==> src/rtl/regfile_ctrl.sv <==
// -----------------------------------------------------------------------------
// regfile_ctrl
//
// Command-driven initiator for a 32-entry asynchronous-read register file.
// A host issues WRITE, READ, COPY and CLEAR commands over a valid/ready
// handshake. The controller drives the register file address, write-enable
// and write-data ports one cycle at a time. Each command completes with a
// single-cycle response pulse that carries any data read back.
//
// Parameters
//   WIDTH   data width, must match the register file
//   ADDR_W  address width, depth = 2**ADDR_W
//
// Ports
//   clk, rst             clock (rising edge), synchronous active-high reset
//   cmd_valid/cmd_ready  command handshake; cmd_ready is high only in IDLE
//   cmd_op               00 WRITE, 01 READ, 10 CLEAR, 11 COPY
//   cmd_a, cmd_b         source / second-or-destination address
//   cmd_data             WRITE data
//   rsp_valid            one-cycle completion pulse
//   rsp_op               op of the completed command
//   rsp_data0/1          READ: values at a/b, COPY: copied value/0, else 0/0
//   busy                 high whenever the FSM is not in IDLE
//   ra0, ra1, wa, we, wd register file ports driven by the controller
//   rd0, rd1             register file read data (combinational from ra0/ra1)
// -----------------------------------------------------------------------------
module regfile_ctrl #(
  parameter int WIDTH  = 32,
  parameter int ADDR_W = 5
) (
  input  logic              clk,
  input  logic              rst,
  input  logic              cmd_valid,
  output logic              cmd_ready,
  input  logic [1:0]        cmd_op,
  input  logic [ADDR_W-1:0] cmd_a,
  input  logic [ADDR_W-1:0] cmd_b,
  input  logic [WIDTH-1:0]  cmd_data,
  output logic              rsp_valid,
  output logic [1:0]        rsp_op,
  output logic [WIDTH-1:0]  rsp_data0,
  output logic [WIDTH-1:0]  rsp_data1,
  output logic              busy,
  output logic [ADDR_W-1:0] ra0,
  output logic [ADDR_W-1:0] ra1,
  output logic [ADDR_W-1:0] wa,
  output logic              we,
  output logic [WIDTH-1:0]  wd,
  input  logic [WIDTH-1:0]  rd0,
  input  logic [WIDTH-1:0]  rd1
);

  localparam logic [1:0] OP_WRITE = 2'b00;
  localparam logic [1:0] OP_READ  = 2'b01;
  localparam logic [1:0] OP_CLEAR = 2'b10;
  localparam logic [1:0] OP_COPY  = 2'b11;

  localparam logic [ADDR_W-1:0] CNT_LAST = '1;

  typedef enum logic [2:0] {
    S_IDLE  = 3'd0,
    S_WRITE = 3'd1,
    S_READ  = 3'd2,
    S_COPY  = 3'd3,
    S_CLEAR = 3'd4,
    S_RESP  = 3'd5
  } state_t;

  state_t            state;
  logic [1:0]        op_q;
  logic [ADDR_W-1:0] a_q;
  logic [ADDR_W-1:0] b_q;
  logic [WIDTH-1:0]  data_q;
  logic [ADDR_W-1:0] cnt;

  // ---------------------------------------------------------------------------
  // Control FSM and response registers.
  // Command fields are captured only on acceptance in IDLE, so cmd_* activity
  // while busy can never disturb a command in flight. The data latches carry
  // no reset: they are only observed in states entered through acceptance.
  // rsp_valid is raised on the transition into RESP so it is high exactly
  // during the RESP cycle.
  // ---------------------------------------------------------------------------
  always_ff @(posedge clk) begin
    if (rst) begin
      state     <= S_IDLE;
      op_q      <= OP_WRITE;
      cnt       <= '0;
      rsp_valid <= 1'b0;
      rsp_op    <= 2'b00;
      rsp_data0 <= '0;
      rsp_data1 <= '0;
    end else begin
      rsp_valid <= 1'b0;
      case (state)
        S_IDLE: begin
          if (cmd_valid) begin
            op_q   <= cmd_op;
            a_q    <= cmd_a;
            b_q    <= cmd_b;
            data_q <= cmd_data;
            cnt    <= '0;
            case (cmd_op)
              OP_WRITE: state <= S_WRITE;
              OP_READ:  state <= S_READ;
              OP_CLEAR: state <= S_CLEAR;
              default:  state <= S_COPY;
            endcase
          end
        end

        S_WRITE: begin
          rsp_data0 <= '0;
          rsp_data1 <= '0;
          rsp_op    <= op_q;
          rsp_valid <= 1'b1;
          state     <= S_RESP;
        end

        // rd0/rd1 already reflect ra0/ra1 = a/b during this cycle.
        S_READ: begin
          rsp_data0 <= rd0;
          rsp_data1 <= rd1;
          rsp_op    <= op_q;
          rsp_valid <= 1'b1;
          state     <= S_RESP;
        end

        // The same rd0 value is written to b and returned to the host.
        S_COPY: begin
          rsp_data0 <= rd0;
          rsp_data1 <= '0;
          rsp_op    <= op_q;
          rsp_valid <= 1'b1;
          state     <= S_RESP;
        end

        // One entry per cycle; leave after the last address has been written.
        // cnt rolls over to 0 on exit, which is also its idle value.
        S_CLEAR: begin
          cnt <= cnt + 1'b1;
          if (cnt == CNT_LAST) begin
            rsp_data0 <= '0;
            rsp_data1 <= '0;
            rsp_op    <= op_q;
            rsp_valid <= 1'b1;
            state     <= S_RESP;
          end
        end

        S_RESP: begin
          state <= S_IDLE;
        end

        default: begin
          state <= S_IDLE;
        end
      endcase
    end
  end

  // ---------------------------------------------------------------------------
  // Register file port decode.
  // Driven purely from the state register and latched fields, so the ports
  // only change on clk edges. The one exception is wd during COPY, which is
  // the combinational read path rd0 routed straight back to the write port.
  // ---------------------------------------------------------------------------
  always_comb begin
    ra0 = '0;
    ra1 = '0;
    wa  = '0;
    we  = 1'b0;
    wd  = '0;
    case (state)
      S_WRITE: begin
        we = 1'b1;
        wa = a_q;
        wd = data_q;
      end
      S_READ: begin
        ra0 = a_q;
        ra1 = b_q;
      end
      S_COPY: begin
        ra0 = a_q;
        we  = 1'b1;
        wa  = b_q;
        wd  = rd0;
      end
      S_CLEAR: begin
        we = 1'b1;
        wa = cnt;
      end
      default: begin
        we = 1'b0;
      end
    endcase
  end

  assign cmd_ready = (state == S_IDLE);
  assign busy      = (state != S_IDLE);

endmodule

==> config.mk <==
export PLATFORM = sky130hd
export DESIGN_NAME = regfile_ctrl
export DESIGN_NICKNAME = d
export VERILOG_FILES = /design/src/rtl/regfile_ctrl.sv
export SDC_FILE = /design/constraint.sdc
export NUM_CORES = 1
export LEC_CHECK = 0
export ABC_AREA = 1
export BUFFER_PORTS_ARGS = -buffer_cell sky130_fd_sc_hd__buf_2
export CORE_MARGIN = 10
export CORE_UTILIZATION = 40
export CTS_CLUSTER_SIZE = 14
export DETAILED_ROUTE_END_ITERATION = 10
export HOLD_SLACK_MARGIN = 0.08
export PLACE_DENSITY_LB_ADDON = 0.12
export SKIP_CTS_REPAIR_TIMING = 1
export SKIP_LAST_GASP = 1
export SYNTH_ARGS = -nofsm -noshare
export SYNTH_HDL_FRONTEND = slang
export SYNTH_SLANG_ARGS = --single-unit
==> constraint.sdc <==
create_clock -name clk -period 5.4 [get_ports clk]
set_input_delay 0.27 -clock clk [delete_from_list [all_inputs] [get_ports clk]]
set_output_delay 0.27 -clock clk [all_outputs]
set_load 0.02 [all_outputs]
==> qor.csv, run 1 <==
stage;metric;value;unit
run_status;status;complete, no violations;
synth;post-synth top area share;0.284;
final_layout;Final nets;1034;
final_layout;layout cells sized above 1;0.303;
die;DIE AREA;18700;um^2
route;DRT iter0 DRCs;261;
synth;Syn Inst Count;671;
clocking;clock insertion delay at the later pin of the skew report;410;ps
synth;#FFs+latches synth;119;
final_layout;most frequent cells in the layout;buf_2 (227), nand2_1 (166), nand3_1 (96);
placement;DPL Wire Length;11800;um
synth;Mean Syn Cell Area;8.10;um^2
clocking;CTS tree;yes;
die;starting density of the core;0.409;
job;Max Cap Viol;0;
timing;post-layout minimum cycle time;2870;ps
synth;synth warn;0;
clocking;Clock Path Buffers;2;
power;Leak;3.81;nW
synth;Cell variety after synth;28;
timing;setup TNS;0;ps
global_routing;GRT Resource Usage Total;0.179;
placement;Placer Congestion;0.824;
critical_path;Data required, critical path;5420;ps
global_routing;GRT overflow;0;
critical_path;type of the worst setup path;flip-flop to flip-flop;
worst_hold_path;Hold WC Path Type;input port to flip-flop;
global_routing;largest net degree at the start of global routing;71;
critical_path;Critical Path End Type;flip-flop;
synth;EDFF count, synth;42;
timing;Slew @ Worst Pin;1220;ps
synth;sequential-to-total area share from yosys stat;0.516;
critical_path;crit path DAT;2890;ps
synth;syn nets;787;
final_layout;FILL cells;1232;
die;FP Rows;42;
global_routing;vias in the first global route;5285;
final_layout;Synth-to-Final Area Change;38.3;%
die;core area;13300;um^2
die;Chip Height;137;um
route;Routed wire per std cell;15.8;um
die;Die X-Extent;137;um
synth;post-synthesis async set-or-reset flop share;0;
timing;fmax;348;MHz
synth;Synth area leaders;dfxtp_1 (28%), edfxtp_1 (23%), nand2_1 (11%);
global_routing;initial antenna violation count;1;
global_routing;first-pass GRT wire length;26500;um
placement;port bufs;227;
timing;final setup vio count;0;
timing;Slew Viols, Final;0;
route;post-route ant nets;0;
clocking;total CTS buffers;17;
clocking;Clk pin slew, worst setup/hold paths;50;ps
power;PwrDens;423;nW/um^2
route;Vias/cell;4.82;
final_layout;post-layout instance area;7520;um^2
synth;area leader, netlist;dfxtp_1;
synth;Netlist Area Pre-Place;5440;um^2
clocking;H-tree depth;4;
power;Max rail drop VDD;0.200;mV
placement;DP Area;6500;um^2
critical_path;Critical Path Start Type;flip-flop;
timing;unrepaired setup endpoints after global routing;no;
route;TritonRoute pass-1 iters;5;
clocking;clk sinks;119;
final_layout;most common cell after layout, fill and taps aside;buf_2;
timing;Worst Clk Skew;5.92;ps
timing;Max-slew headroom;0.187;
route;DRC viols;0;
critical_path;Critical Path Fanout Max;42;
synth;ys flop type;dfxtp_1;
die;io pins;228;
route;DR vias;5341;
timing;final-report hold violation count;0;
clocking;CTS root buf;clkbuf_16;
route;Routed WL;17500;um
timing;Tcrit/Tclk final;0.532;
==> critical path, cell delays in order, from the launching register on <==
cell     delay (ps)
dfxtp_1         360
inv_2           470
nand2_4         150
nor2_1          270
nand2_1         240
nor2_4          960
==> final timing paths <==
| check | startpoint | to | slack (ps) | cells past startpoint |
|---|---|---|---|---|
| worst max-delay path | state[0] | a_q[0] | 2530 | 5 |
| worst min-delay path | rd0[23] | rsp_data0[23] | 130 | 3 |
| worst max register to register | state[0] | a_q[0] | 2530 | 5 |
| worst min register to register | op_q[0] | rsp_op[0] | 470 | 2 |
==> registers in the layout, indices dropped and copies added, names as in the netlist, 3 cells and up <==
signal	flops
b_q	5
a_q	5
data_q	32
state	3
cnt	5
rsp_data0	32
rsp_data1	32
==> cells by family after synthesis <==
logic type      share of synthesized area
compound gates                     0.0704
fa+ha+maj                          0.0115
buf+inv                             0.119
flops                               0.516
simple gates                        0.283
==> synthesized netlist by cell type, drive strengths merged, types with 3 or more instances <==
| cell | instances |
|---|---|
| nand2 | 171 |
| nand3 | 107 |
| inv | 91 |
| dfxtp | 77 |
| nor2 | 56 |
| edfxtp | 42 |
| a21oi | 37 |
| o21ai | 32 |
| buf | 31 |
| clkbuf | 11 |
| ha | 5 |
| o211ai | 5 |
| nand4 | 3 |
==> per-stage QoR <==
stage / hold slack [ps] / utilization / total power, mW / worst slack [ps] / std cells
floorplan: 369 / - / 1.80 / 2060 / 671
global placement: 446 / 0.489 / 2.03 / 2500 / 1033
detailed placement: 448 / 0.489 / 2.05 / 2500 / 1033
CTS: 15.2 / 0.534 / 3.18 / 2480 / 1065
global route: 126 / 0.565 / 3.37 / 2280 / 1108
finish: 132 / 0.566 / 3.18 / 2530 / 1109
==> power breakdown <==
group / switching [mW] / total, mW / internal (mW)
Clock: 0.387 / 1.13 / 0.742
Sequential: 0.0615 / 1.12 / 1.05
Combinational: 0.632 / 0.932 / 0.300
==> cell type report <==
class / count / area [um^2] / share of cell area
Sequential cell: 119 / 2800 / 0.373
Timing Repair Buffer: 270 / 1560 / 0.208
Inverter: 91 / 344 / 0.0458
Clock inverter: 11 / 129 / 0.0171
Multi-Input combinational cell: 419 / 1990 / 0.265
Antenna cell: 2 / 5.00 / 0.000666
Clock buffer: 21 / 460 / 0.0612
Tap cell: 176 / 220 / 0.0293
==> per-layer routing <==
metal | share of wire | global-route usage | vias up
met2 | 0.47 | 0.280 | 218
met3 | 0.11 | 0.0858 | 29
met1 | 0.40 | 0.205 | 2447
met5 | 0 | 0 | -
li1 | - | - | 2647
met4 | 0.019 | 0.0763 | 0
No activity file was read; power rests on OpenSTA's default activity.
==> inputs of run 2 (changes only) <==
- clock period: 5.4 -> 2.3 ns (I/O delays scaled with it)
==> run 2 against run 1 <==
  * Final cell count up 6.5%
  * Sequential power up 130%
  * Count of clock-buffer cells in the layout down 1
  * Via count up 5.0%
  * Critical path depth up 2
  * Critical endpoint is now wd[0]
  * Clock power up 140%
  * Highest routed layer unchanged
  * Total power up 140%
  * Largest power group unchanged
  * Wire length up 7.3%
==> qor.csv, run 2 (same netlist as run 1, synthesis figures left out) <==
stage;metric;value;unit;change
clocking;clk sinks;119;;unchanged
power;Max rail drop VDD;0.510;mV;+150%
die;DIE AREA;18700;um^2;unchanged
clocking;Clock Path Buffers;2;;unchanged
timing;fmax;467;MHz;
timing;Tcrit/Tclk final;0.930;;
final_layout;leading registers by flop count;data_q: 32 flops, rsp_data0: 32 flops, rsp_data1: 32 flops;;
critical_path;Critical Path End Type;primary output;;
critical_path;CP top delay family;buffers and inverters;;
route;DR vias;5608;;+5.0%
placement;dpl cells;1044;;+1.1%
clocking;clock insertion delay at the later pin of the skew report;410;ps;about the same
critical_path;Max stage delay on crit path;400;ps;-560 ps
power;Leak;4.11;nW;+7.9%
timing;post-layout minimum cycle time;2140;ps;
critical_path;type of the worst setup path;flip-flop to primary output;;
timing;Max-slew headroom;0.622;;+0.435
die;core area;13300;um^2;unchanged
timing;Slew Viols, Final;0;;unchanged
placement;DPL Wire Length;12600;um;+6.9%
clocking;Clk pin slew, worst setup/hold paths;60;ps;about the same
placement;Placer Congestion;0.877;;+6.5%
run_status;status;complete, no violations;;
route;DRT iter0 DRCs;348;;+33%
route;TritonRoute pass-1 iters;5;;unchanged
job;Max Cap Viol;0;;unchanged
worst_hold_path;hold wc startpoint;rd1[3];;
final_layout;most common cell after layout, fill and taps aside;buf_2;;
die;FP Rows;42;;unchanged
die;starting density of the core;0.409;;unchanged
timing;unrepaired setup endpoints after global routing;no;;
timing;Slew @ Worst Pin;562;ps;-655 ps
route;Routed wire per std cell;15.9;um;+0.77%
clocking;H-tree depth;4;;unchanged
final_layout;layout cells sized above 1;0.293;;-0.00978
critical_path;Critical Path Start Type;flip-flop;;
critical_path;CP max-delay cell;dfxtp_1;;
clocking;CTS tree;yes;;
worst_hold_path;Hold WC Path Type;input port to flip-flop;;
global_routing;first-pass GRT wire length;26800;um;+1.4%
die;Chip Height;137;um;unchanged
critical_path;critical-path cell list;inv_4 -> nand3_1 -> inv_2 -> buf_12 -> nand2_1 -> o21ai_0 -> buf_2;;
clocking;total CTS buffers;17;;unchanged
timing;Worst Clk Skew;5.02;ps;-0.905 ps
die;Die X-Extent;137;um;unchanged
timing;final-report hold violation count;0;;unchanged
power;Power Total;7.61;mW;+140%
final_layout;most frequent cells in the layout;buf_2 (227), nand2_1 (166), dlygate4sd3_1 (103);;
final_layout;final cell count without fillers;1181;;+6.5%
critical_path;Critical Path Fanout Max;21;;-50%
global_routing;vias in the first global route;5183;;-1.9%
final_layout;Final nets;1106;;+7.0%
power;PwrDens;924;nW/um^2;+120%
route;Routed WL;18800;um;+7.3%
route;DRC viols;0;;unchanged
global_routing;largest net degree at the start of global routing;47;;-34%
clocking;CTS root buf;clkbuf_16;;
critical_path;crit path DAT;2020;ps;-870 ps
critical_path;Worst Setup SP;state[2];;
global_routing;GRT Resource Usage Total;0.182;;+0.00356
route;post-route ant nets;0;;unchanged
die;io pins;228;;unchanged
timing;setup TNS;0;ps;unchanged
critical_path;Bufs and invs on worst path;4;;+3
global_routing;initial antenna violation count;1;;unchanged
final_layout;final core utilization;0.620;;+0.0541
global_routing;GRT overflow;0;;unchanged
route;Vias/cell;4.75;;-1.4%
critical_path;Data required, critical path;2180;ps;-3240 ps
final_layout;Synth-to-Final Area Change;51.6;%;
placement;port bufs;227;;unchanged
critical_path;worst reg2reg startpoint;cnt[0];;
timing;final setup vio count;0;;unchanged
-- run 2: cell count changes in the layout (fill, tap and decap cells not counted), moves of 2 or more --
cell	before	now
dlygate4sd3_1	42	103
buf_4	1	11
clkinv_2	7	3
clkinvlp_4	0	3
clkbuf_1	2	0
-- run 2: path summary, 6_finish.rpt --
| check | endpoint | slack, ps | cells after the start |
|---|---|---|---|
| max | wd[0] | 160 | 7 |
| max reg2reg | rsp_data1[8] | 470 | 9 |
| min | rsp_data1[3] | 50 | 5 |
| min reg2reg | rsp_op[0] | 470 | 2 |
-- run 2: power by group --
group          internal, mW  switching, mW
combinational         0.815           1.52
clock                  1.71          0.949
sequential             2.47          0.146
total                  4.99           2.62
-- run 2: routing by layer --
metal / track usage / part of all wire / up-vias
li1: - / - / 2789
met1: 0.209 / 0.41 / 2565
met2: 0.295 / 0.48 / 227
met3: 0.0795 / 0.096 / 27
met4: 0.0675 / 0.018 / 0
met5: 0 / 0 / -
-- run 2: per-stage QoR --
step	hold WS [ps]	area (um^2)	worst slack, ps
global route	82.4	8230	16.6
CTS	-143	7200	65.2
finish	50.5	8240	160
global placement	292	6600	529
detailed placement	293	6600	497
floorplan	214	5440	90.9
-- run 2: worst register-to-register path: stages (launching register included) --
cell and delay (ps):
dfxtp_1 350, ha_1 230, inv_1 70, nor3_1 50
ha_1 220, nand3_4 110, buf_4 400, nand3_1 150
nand2_1 90, nor2_1 50
-- run 2: cell type report --
type,count,area [um^2]
Clock buffer,20,478
Antenna cell,2,5.00
Fill cell,1121,5060
Inverter,91,347
Timing Repair Buffer,342,2270
Tap cell,176,220
Clock inverter,12,123
Sequential cell,119,2800
Multi-Input combinational cell,419,1990
